==> config.mk <==
export PLATFORM = sky130hd
export DESIGN_NAME = booth4_seq_mul
export DESIGN_NICKNAME = d
export VERILOG_FILES = /design/src/rtl/mul_div_pkg.sv /design/src/rtl/booth4_pp_gen.sv /design/src/rtl/booth4_seq_mul.sv
export SDC_FILE = /design/constraint.sdc
export NUM_CORES = 1
export LEC_CHECK = 0
export ABC_AREA = 1
export CAP_MARGIN = 20
export CORE_MARGIN = 1.5
export CORE_UTILIZATION = 55
export CTS_BUF_LIST = sky130_fd_sc_hd__clkbuf_2
export CTS_CLUSTER_DIAMETER = 30
export DETAILED_ROUTE_END_ITERATION = 16
export PLACE_DENSITY = 0.77
export SETUP_SLACK_MARGIN = 0.4
export SYNTH_ARGS = -nofsm -noshare
export SYNTH_HDL_FRONTEND = slang
export SYNTH_HIERARCHICAL = 1
export SYNTH_SLANG_ARGS = --single-unit
export TNS_END_PERCENT = 5
==> constraint.sdc <==
create_clock -name clk -period 5.2 [get_ports clk]
set_input_delay 0.52 -clock clk [delete_from_list [all_inputs] [get_ports clk]]
set_output_delay 0.52 -clock clk [all_outputs]
set_load 0.05 [all_outputs]
==> src/rtl/mul_div_pkg.sv <==
// Shared definitions for the mul/div unit.
//
// Contents:
//   - FSM state encoding used by the iterative multiplier (IDLE/CALC/DONE)
//   - radix-4 Booth code points (three multiplier bits, LSB is the bit below the pair)
//   - booth_iter(): number of Booth digits needed for an XLEN-bit operand
//     (XLEN/2 + 1, the extra digit covers the extension bit of unsigned operands)
package mul_div_pkg;

    localparam logic [1:0] ST_IDLE = 2'd0;
    localparam logic [1:0] ST_CALC = 2'd1;
    localparam logic [1:0] ST_DONE = 2'd2;

    localparam logic [2:0] BOOTH_ZERO_P = 3'b000;
    localparam logic [2:0] BOOTH_P1_A   = 3'b001;
    localparam logic [2:0] BOOTH_P1_B   = 3'b010;
    localparam logic [2:0] BOOTH_P2     = 3'b011;
    localparam logic [2:0] BOOTH_M2     = 3'b100;
    localparam logic [2:0] BOOTH_M1_A   = 3'b101;
    localparam logic [2:0] BOOTH_M1_B   = 3'b110;
    localparam logic [2:0] BOOTH_ZERO_M = 3'b111;

    function automatic int booth_iter(input int xlen);
        return xlen / 2 + 1;
    endfunction

endpackage

==> src/rtl/booth4_pp_gen.sv <==
// Radix-4 Booth partial-product generator (purely combinational).
//
// Ports:
//   code_i   [2:0]      Booth code {b[2i+1], b[2i], b[2i-1]}
//   a_ext_i  [XLEN:0]   multiplicand, already sign/zero extended by one bit
//   pp_o     [XLEN+2:0] signed partial product in {0, +a, +2a, -a, -2a}
//
// XLEN+3 bits are enough for -2a even when a_ext_i is the most negative value.
module booth4_pp_gen
    import mul_div_pkg::*;
#(
    parameter int XLEN = 32
) (
    input  logic [2:0]             code_i,
    input  logic signed [XLEN:0]   a_ext_i,
    output logic signed [XLEN+2:0] pp_o
);

    logic signed [XLEN+2:0] a1;
    logic signed [XLEN+2:0] a2;

    assign a1 = {{2{a_ext_i[XLEN]}}, a_ext_i};
    assign a2 = {a_ext_i[XLEN], a_ext_i, 1'b0};

    always_comb begin
        pp_o = '0;
        case (code_i)
            BOOTH_ZERO_P, BOOTH_ZERO_M: pp_o = '0;
            BOOTH_P1_A, BOOTH_P1_B:     pp_o = a1;
            BOOTH_P2:                   pp_o = a2;
            BOOTH_M2:                   pp_o = -a2;
            BOOTH_M1_A, BOOTH_M1_B:     pp_o = -a1;
            default:                    pp_o = '0;
        endcase
    end

endmodule

==> src/rtl/booth4_seq_mul.sv <==
// Iterative radix-4 Booth multiplier (MUL/MULH/MULHSU/MULHU), one digit per cycle.
//
// Ports:
//   clk, rst_n             clock, asynchronous active-low reset
//   flush                  abort any operation; wins over every handshake
//   start_valid/ready      request handshake (ready only in IDLE and not flushing)
//   op_a, op_b             multiplicand / multiplier
//   a_unsign, b_unsign     treat the respective operand as unsigned
//   hi_sel                 1: upper product half, 0: lower half
//   res_valid/ready        result handshake; result is held while stalled
//   result                 selected product half (registered)
//   busy                   state is not IDLE
//
// Digit i is weighted by 4^i: the partial product is sign-extended to the
// accumulator width and shifted left by 2*cnt before the add, so the
// multiplier register only has to shift right by one digit per cycle.
module booth4_seq_mul
    import mul_div_pkg::*;
#(
    parameter int XLEN      = 32,
    parameter int ZERO_SKIP = 1
) (
    input  logic            clk,
    input  logic            rst_n,
    input  logic            flush,
    input  logic            start_valid,
    output logic            start_ready,
    input  logic [XLEN-1:0] op_a,
    input  logic [XLEN-1:0] op_b,
    input  logic            a_unsign,
    input  logic            b_unsign,
    input  logic            hi_sel,
    output logic            res_valid,
    input  logic            res_ready,
    output logic [XLEN-1:0] result,
    output logic            busy
);

    localparam int ITER  = booth_iter(XLEN);
    localparam int CNT_W = $clog2(ITER);
    localparam int ACC_W = 2 * XLEN + 4;
    localparam int PP_W  = XLEN + 3;
    localparam logic [CNT_W-1:0] CNT_LAST = CNT_W'(ITER - 1);

    logic [1:0]              state_q, state_d;
    logic [CNT_W-1:0]        cnt_q, cnt_d;
    logic signed [XLEN:0]    a_q, a_d;
    logic [XLEN+1:0]         b_q, b_d;
    logic                    bm1_q, bm1_d;    // multiplier bit just below the current digit
    logic signed [ACC_W-1:0] acc_q, acc_d;
    logic                    hi_q, hi_d;
    logic [XLEN-1:0]         res_q, res_d;
    logic                    rvld_q, rvld_d;

    logic [2:0]              code;
    logic signed [PP_W-1:0]  pp;
    logic signed [ACC_W-1:0] pp_ext;
    logic signed [ACC_W-1:0] pp_sh;
    logic signed [ACC_W-1:0] acc_sum;
    logic                    zero_hit;

    assign code = {b_q[1], b_q[0], bm1_q};

    booth4_pp_gen #(
        .XLEN (XLEN)
    ) u_pp_gen (
        .code_i  (code),
        .a_ext_i (a_q),
        .pp_o    (pp)
    );

    assign pp_ext  = {{(ACC_W - PP_W){pp[PP_W-1]}}, pp};
    assign pp_sh   = pp_ext <<< {cnt_q, 1'b0};
    assign acc_sum = acc_q + pp_sh;

    assign zero_hit = (ZERO_SKIP != 0) && ((op_a == '0) || (op_b == '0));

    assign start_ready = (state_q == ST_IDLE) && !flush;
    assign busy        = (state_q != ST_IDLE);
    assign res_valid   = rvld_q;
    assign result      = res_q;

    always_comb begin
        state_d = state_q;
        cnt_d   = cnt_q;
        a_d     = a_q;
        b_d     = b_q;
        bm1_d   = bm1_q;
        acc_d   = acc_q;
        hi_d    = hi_q;
        res_d   = res_q;
        rvld_d  = rvld_q;

        if (flush) begin
            state_d = ST_IDLE;
            rvld_d  = 1'b0;
        end else begin
            case (state_q)
                ST_IDLE: begin
                    if (start_valid) begin
                        a_d   = a_unsign ? {1'b0, op_a} : {op_a[XLEN-1], op_a};
                        b_d   = b_unsign ? {2'b00, op_b} : {{2{op_b[XLEN-1]}}, op_b};
                        bm1_d = 1'b0;
                        cnt_d = '0;
                        acc_d = '0;
                        hi_d  = hi_sel;
                        if (zero_hit) begin
                            state_d = ST_DONE;
                            res_d   = '0;
                            rvld_d  = 1'b1;
                        end else begin
                            state_d = ST_CALC;
                        end
                    end
                end
                ST_CALC: begin
                    acc_d = acc_sum;
                    b_d   = {2'b00, b_q[XLEN+1:2]};
                    bm1_d = b_q[1];
                    cnt_d = cnt_q + CNT_W'(1);
                    if (cnt_q == CNT_LAST) begin
                        state_d = ST_DONE;
                        cnt_d   = '0;
                        rvld_d  = 1'b1;
                        res_d   = hi_q ? acc_sum[2*XLEN-1:XLEN] : acc_sum[XLEN-1:0];
                    end
                end
                ST_DONE: begin
                    if (res_ready) begin
                        state_d = ST_IDLE;
                        rvld_d  = 1'b0;
                    end
                end
                default: begin
                    state_d = ST_IDLE;
                    rvld_d  = 1'b0;
                end
            endcase
        end
    end

    always_ff @(posedge clk or negedge rst_n) begin
        if (!rst_n) begin
            state_q <= ST_IDLE;
            cnt_q   <= '0;
            a_q     <= '0;
            b_q     <= '0;
            bm1_q   <= 1'b0;
            acc_q   <= '0;
            hi_q    <= 1'b0;
            res_q   <= '0;
            rvld_q  <= 1'b0;
        end else begin
            state_q <= state_d;
            cnt_q   <= cnt_d;
            a_q     <= a_d;
            b_q     <= b_d;
            bm1_q   <= bm1_d;
            acc_q   <= acc_d;
            hi_q    <= hi_d;
            res_q   <= res_d;
            rvld_q  <= rvld_d;
        end
    end

endmodule

**After elaboration in Yosys (flattened, before gate mapping)**

Index checks and enable logic that the tools add are counted.

- Register bits after elaboration: 177
- Bits of input ports: 72
- Output and inout bits: 35

- Add/sub/neg operators: 4
- Eq/ne operators: 17
- Shift-type cells: 1
- Muxes and demuxes: 29
- Bitwise gates (word level): 1
- Reduce and logical (&&, ||, !) cells: 17

Operator list:

| kind | number |
|---|---|
| $pmux W35 S5 | 1 |
| $pmux W68 S2 | 1 |
| $mux W32 | 4 |
| $add A68 B68 Y68 | 1 |
| $mux W34 | 2 |
| $mux W68 | 1 |
| $pmux W34 S2 | 1 |
| $sshl A35 B6 Y68 | 1 |
| $logic_not A32 Y1 | 2 |
| $pmux W32 S2 | 1 |
| $neg A33 Y35 | 1 |
| $neg A34 Y35 | 1 |
| $mux W33 | 1 |
| $eq A3 B3 Y1 const B | 4 |
| $ne A3 B3 Y1 const B | 4 |
| $mux W2 | 5 |
| $mux W5 | 2 |
| $pmux W5 S2 | 1 |
| $reduce_and A3 Y1 | 3 |
| $eq A3 B2 Y1 const B | 2 |
| $mux W1 | 6 |
| $ne A2 B2 Y1 const B | 3 |
| $pmux W2 S3 | 1 |
| $reduce_or A2 Y1 | 3 |
| 16 further kinds | 17 |

**Depth between registers and ports, before layout**

- Word-level depth: 8
- Mapped depth: 36
- Gate-level depth less buffers: 36

**Modules after synthesis**

The synthesis kept the hierarchy.

Modules (own cells, without submodules):

| module | times used | cells each | area each (um2) | sequential area each (um2) |
|---|---|---|---|---|
| booth4_seq_mul | 1 | 2516 | 15133.3 | 4304.1 |
| booth4_pp_gen | 1 | 414 | 2021.9 | 0.0 |

**Least setup slack after synthesis**

No wires, ideal clock.

- Path type: flip-flop to flip-flop
- From: reg a_q[0]
- To: reg res_q[28] (netlist: result[28])
- Library setup time: 0.118 ns
- Data arrival time: 3.648 ns
- Required time: 5.082 ns
- Slack: 1.435 ns
- Stages on the path, launching flop included: 25
- Path buffers: 1
- Cells stage by stage: dfrtp_1 > inv_1 > ha_1 > nand3_4 > nor2_8 > nand2_4 > nor2_4 > nand2_1 > o21ai_1 > nand3_1 > a21oi_1 > clkbuf_1 > a22oi_1 > ha_1 > nand2_1 > nor2_1 > inv_1 > nor3_1 > nand2_1 > nor2_1 > nand2_1 > nand3_1 > nand3_1 > nand2_1 > nand2_1

- Cells in the longest elaborated chain, start to end: 7

Ends and longest elaborated chain:

| element | RTL line | source |
|---|---|---|
| from (decl) | booth4_seq_mul.sv:47 | `logic signed [XLEN:0] a_q, a_d;` |
| from (signal assigned) | booth4_seq_mul.sv:146 | `a_q <= '0;` |
| from (signal assigned) | booth4_seq_mul.sv:156 | `a_q <= a_d;` |
| $neg A34 Y35 or $neg A33 Y35 (tied branches) | booth4_pp_gen.sv:31, booth4_pp_gen.sv:32 |  |
| $pmux W35 S5 (*) | booth4_pp_gen.sv:27 | `case (code_i)` |
| named net pp[34] | booth4_seq_mul.sv:56 | `logic signed [PP_W-1:0] pp;` |
| $sshl A35 B6 Y68 (*) | booth4_seq_mul.sv:73 | `assign pp_sh = pp_ext <<< {cnt_q, 1'b0};` |
| $add A68 B68 Y68 (*) | booth4_seq_mul.sv:74 | `assign acc_sum = acc_q + pp_sh;` |
| $mux W32 (*) | booth4_seq_mul.sv:125 | `res_d = hi_q ? acc_sum[2*XLEN-1:XLEN] : acc_sum[XLEN-1:0];` |
| $mux W32 (*) | booth4_seq_mul.sv:121 | `if (cnt_q == CNT_LAST) begin` |
| $pmux W32 S2 (*) | booth4_seq_mul.sv:98 | `case (state_q)` |
| to (signal assigned) | booth4_seq_mul.sv:161 | `res_q <= res_d;` |
| to (decl) | booth4_seq_mul.sv:52 | `logic [XLEN-1:0] res_q, res_d;` |

Mark *: on every way through the listed nets, which the timed path passes. The rest lies on a longest branch. The select of a mux whose other input is x is not followed.
A chain may end at the register's enable or synchronous reset.

**Worst setup path after layout**

- From: reg a_q[0]
- To: reg acc_q[48]

- Cells in the longest elaborated chain, start to end: 5

Ends and longest elaborated chain:

| element | RTL line | source |
|---|---|---|
| $neg A34 Y35 or $neg A33 Y35 (tied branches) | booth4_pp_gen.sv:31, booth4_pp_gen.sv:32 |  |
| $pmux W35 S5 (*) | booth4_pp_gen.sv:27 |  |
| named net pp[22] | booth4_seq_mul.sv:56 |  |
| $sshl A35 B6 Y68 (*) | booth4_seq_mul.sv:73 |  |
| $add A68 B68 Y68 (*) | booth4_seq_mul.sv:74 |  |
| $pmux W68 S2 (*) | booth4_seq_mul.sv:98 |  |
| to (signal assigned) | booth4_seq_mul.sv:149 | `acc_q <= '0;` |
| to (signal assigned) | booth4_seq_mul.sv:159 | `acc_q <= acc_d;` |
| to (decl) | booth4_seq_mul.sv:50 | `logic signed [ACC_W-1:0] acc_q, acc_d;` |

Mark *: on every way through the listed nets, which the timed path passes. The rest lies on a longest branch.

==> results_dict.tcl <==
set metrics [dict create \
    setup_tns_ns 0 \
    syn_nets 3069 \
    antenna_found_initial 1 \
    numCtsBuffers 17 \
    insertion_delay_ns 0.98 \
    rsz0062_at_grt "true" \
    crit_path_max_fanout 4 \
    finalSetupViolCount 0 \
    crit_type "flip-flop to flip-flop" \
    clock.fmax_mhz 213 \
    ys_top_cells_by_area "dfrtp_1 25%, nand2_1 24%, inv_1 9.3%, nand3_1 5.7%, nor2_1 5.3%" \
    slowest_delay_ns 0.47 \
    placement.io_buffers 106 \
    yosysTopAreaCellShare 0.251 \
    reg2reg_setup_slack_ns 0.50 \
    overflow 0 \
    cp_top_family "simple AND/OR/NAND/NOR gates" \
    nFillCells 2828 \
    wl_per_cell_um 20.8 \
    drcViolationCount 0 \
    ant_nets 0 \
    hold_path.class "input pin to flip-flop" \
    holdWs_ns 0.0857 \
    core_um2 30700 \
    worstMarginPinSlew_ns 1.07 \
    maxSlewHeadroom 0.285 \
    yosys_warnings 6 \
    cts_buffer_depth 2 \
    area_growth_pct 14.9 \
    drv_slew 0 \
    gp_congestion 1.15 \
    avgSynthCellArea_um2 5.86 \
    cts_tree "yes" \
    die_area_um2 32300 \
    finalClockSkew_ns 0.110 \
    drive_gt1_frac 0.111 \
    ys_seq_area_frac 0.251 \
    finalCoreUtilization 0.643 \
    period_minus_slack_ns 4.70 \
    grt_max_degree 148 \
    grtUsageTotal 0.435 \
    synth_top_area_cell "dfrtp_1" \
    fp.dieW_um 180 \
    critPathBufInv 3 \
    finalNetCount 3181 \
    start_util 0.559 \
    vias 20500 \
    clockRootBuffer "clkbuf_2" \
    drt_iter0_drc 3061 \
    synth_cell_types 55 \
    rows 64 \
    synth_edf_count 0 \
    max_cap_viol_count 0 \
    grt_pass1_vias 18600 \
    dp_hpwl_um 55500 \
    arrival_ns 5.61 \
    crit_required_ns 6.11 \
    synthCells 2930 \
    cp_slowest_cell "dfrtp_1" \
    cp-start-kind "flip-flop" \
    syn_area_um2 17200 \
    wl_um 71700 \
    grt_pass1_wl_um 108000 \
    ys_ff_latch 172 \
    fp.dieH_um 180 \
    pre_cts_ws_ns 0.354 \
    cts_sinks 172 \
    synth-async-reset-ratio 1.00 \
    synthFlopType "dfrtp_1" \
    fin_ws_ns 0.498 \
    vias_per_cell 5.93 \
    ctsHtreeMaxLevel 4 \
    clk_pin_slew_ns 0.34 \
    finalCritPeriodShare 0.904 \
    top_level_ports 107 \
    cpMostUsedCell "nand2_1" \
    finalHoldViolCount 0 \
    dr.pass1.iters 9 \
    status "finished clean" \
    end_kind "flip-flop" \
]
flip-flops by register name, indices dropped and copies added (netlist names):
register   cells
b_q           33
acc_q         64
a_q           33
bm1_q          1
hi_q           1
res_valid      1
state_q        2
result        32
cnt_q          5
per-layer routing:
| layer | vias up | track usage | share of wire |
|---|---|---|---|
| met2 | 1319 | 0.628 | 0.42 |
| met1 | 9413 | 0.585 | 0.40 |
| li1 | 9495 | - | - |
| met4 | 0 | 0.262 | 0.066 |
| met5 | - | 0 | 0 |
| met3 | 248 | 0.107 | 0.11 |
logic make-up (layout without fill, tap and decap cells):
kind of cell	after synthesis	in the layout	share of synthesized area
simple gates	1685	1685	0.411
buf+inv	536	661	0.124
compound gates	430	430	0.144
flops	172	172	0.251
fa+ha+maj	67	67	0.0493
xor+xnor	33	33	0.0168
mux	7	7	0.00408
other cells	0	1	0
worst paths after layout:
kind / to / cells after the start / from
max in group asynchronous: a_q[12] / 4 / rst_n
hold reg to reg: result[13] / 2 / result[13]
min in group asynchronous: acc_q[6] / 3 / rst_n
setup / recovery: acc_q[48] / 30 / a_q[0]
setup reg to reg: acc_q[48] / 30 / a_q[0]
hold / removal: a_q[25] / 3 / op_a[25]
repair_timing:
action	CTS	global route
endpoints found under the hold margin	103	0
hold buffers	3	0
endpoints found under the setup margin	17	74
setup buffers	1	19
gates resized for setup	6	154
cloned	0	1
pin swaps	2	22
cell type report:
| cell class | instances | area, µm² | share of cell area |
|---|---|---|---|
| Inverter | 437 | 1650 | 0.0836 |
| Tap cell | 396 | 495 | 0.0251 |
| Clock inverter | 15 | 224 | 0.0114 |
| Clock buffer | 17 | 85.1 | 0.00432 |
| Timing Repair Buffer | 191 | 1760 | 0.0891 |
| Sequential cell | 172 | 4330 | 0.220 |
| Timing Repair inverter | 1 | 6.26 | 0.000317 |
| Antenna cell | 1 | 2.50 | 0.000127 |
| Multi-Input combinational cell | 2222 | 11200 | 0.566 |
stage by stage:
step	instance area (µm²)	instances
after floorplan	17200	2930
after detailed placement	18700	3395
final	19700	3452
after CTS	19100	3431
after global routing	19700	3452
after global placement	18700	3395
worst register-to-register path, delay by kind of cell, from the launching register on:
| kind | cells | cell delay, ns |
|---|---|---|
| and+or+nand+nor | 22 | 2.79 |
| adders and majority gates | 2 | 0.51 |
| buffers and inverters | 3 | 0.47 |
| DFF | 1 | 0.47 |
| AOI/OAI and AO/OA | 3 | 0.44 |
Yosys cell counts, types with 11 or more instances:
cell         n
ha_1        66
a22o_1      13
nor2_2      12
o211ai_1    18
nand3b_1    14
clkbuf_1    42
nand2_2     36
a21oi_1     97
nand3_1    195
buf_2       36
a31oi_1     25
buf_1       11
nor3_1      20
nand2_1   1101
o21ai_1     53
xnor2_1     21
o21ai_2     14
nor2_1     241
dfrtp_1    172
nand4_1     18
xor2_1      12
inv_1      425
and2_1      11
o22ai_1     30
o21ai_0    144
layout by cell type (no fill, tap or decap), types with 13 or more instances in the layout:
cell	instances
a21oi_1	86
a21oi_2	13
a22o_1	13
a31oi_1	22
buf_4	79
clkbuf_2	17
clkdlybuf4s50_1	105
dfrtp_1	152
dfrtp_2	20
ha_1	52
inv_1	420
nand2_1	1088
nand2_2	49
nand3_1	192
nand3b_1	14
nand4_1	18
nor2_1	208
nor2_2	38
nor3_1	17
o211ai_1	18
o21ai_0	123
o21ai_1	66
o21ai_2	21
o22ai_1	29
xnor2_1	21
Power is not shown: default switching activity piles up to over one toggle a cycle in this logic, so the estimate is an artifact.
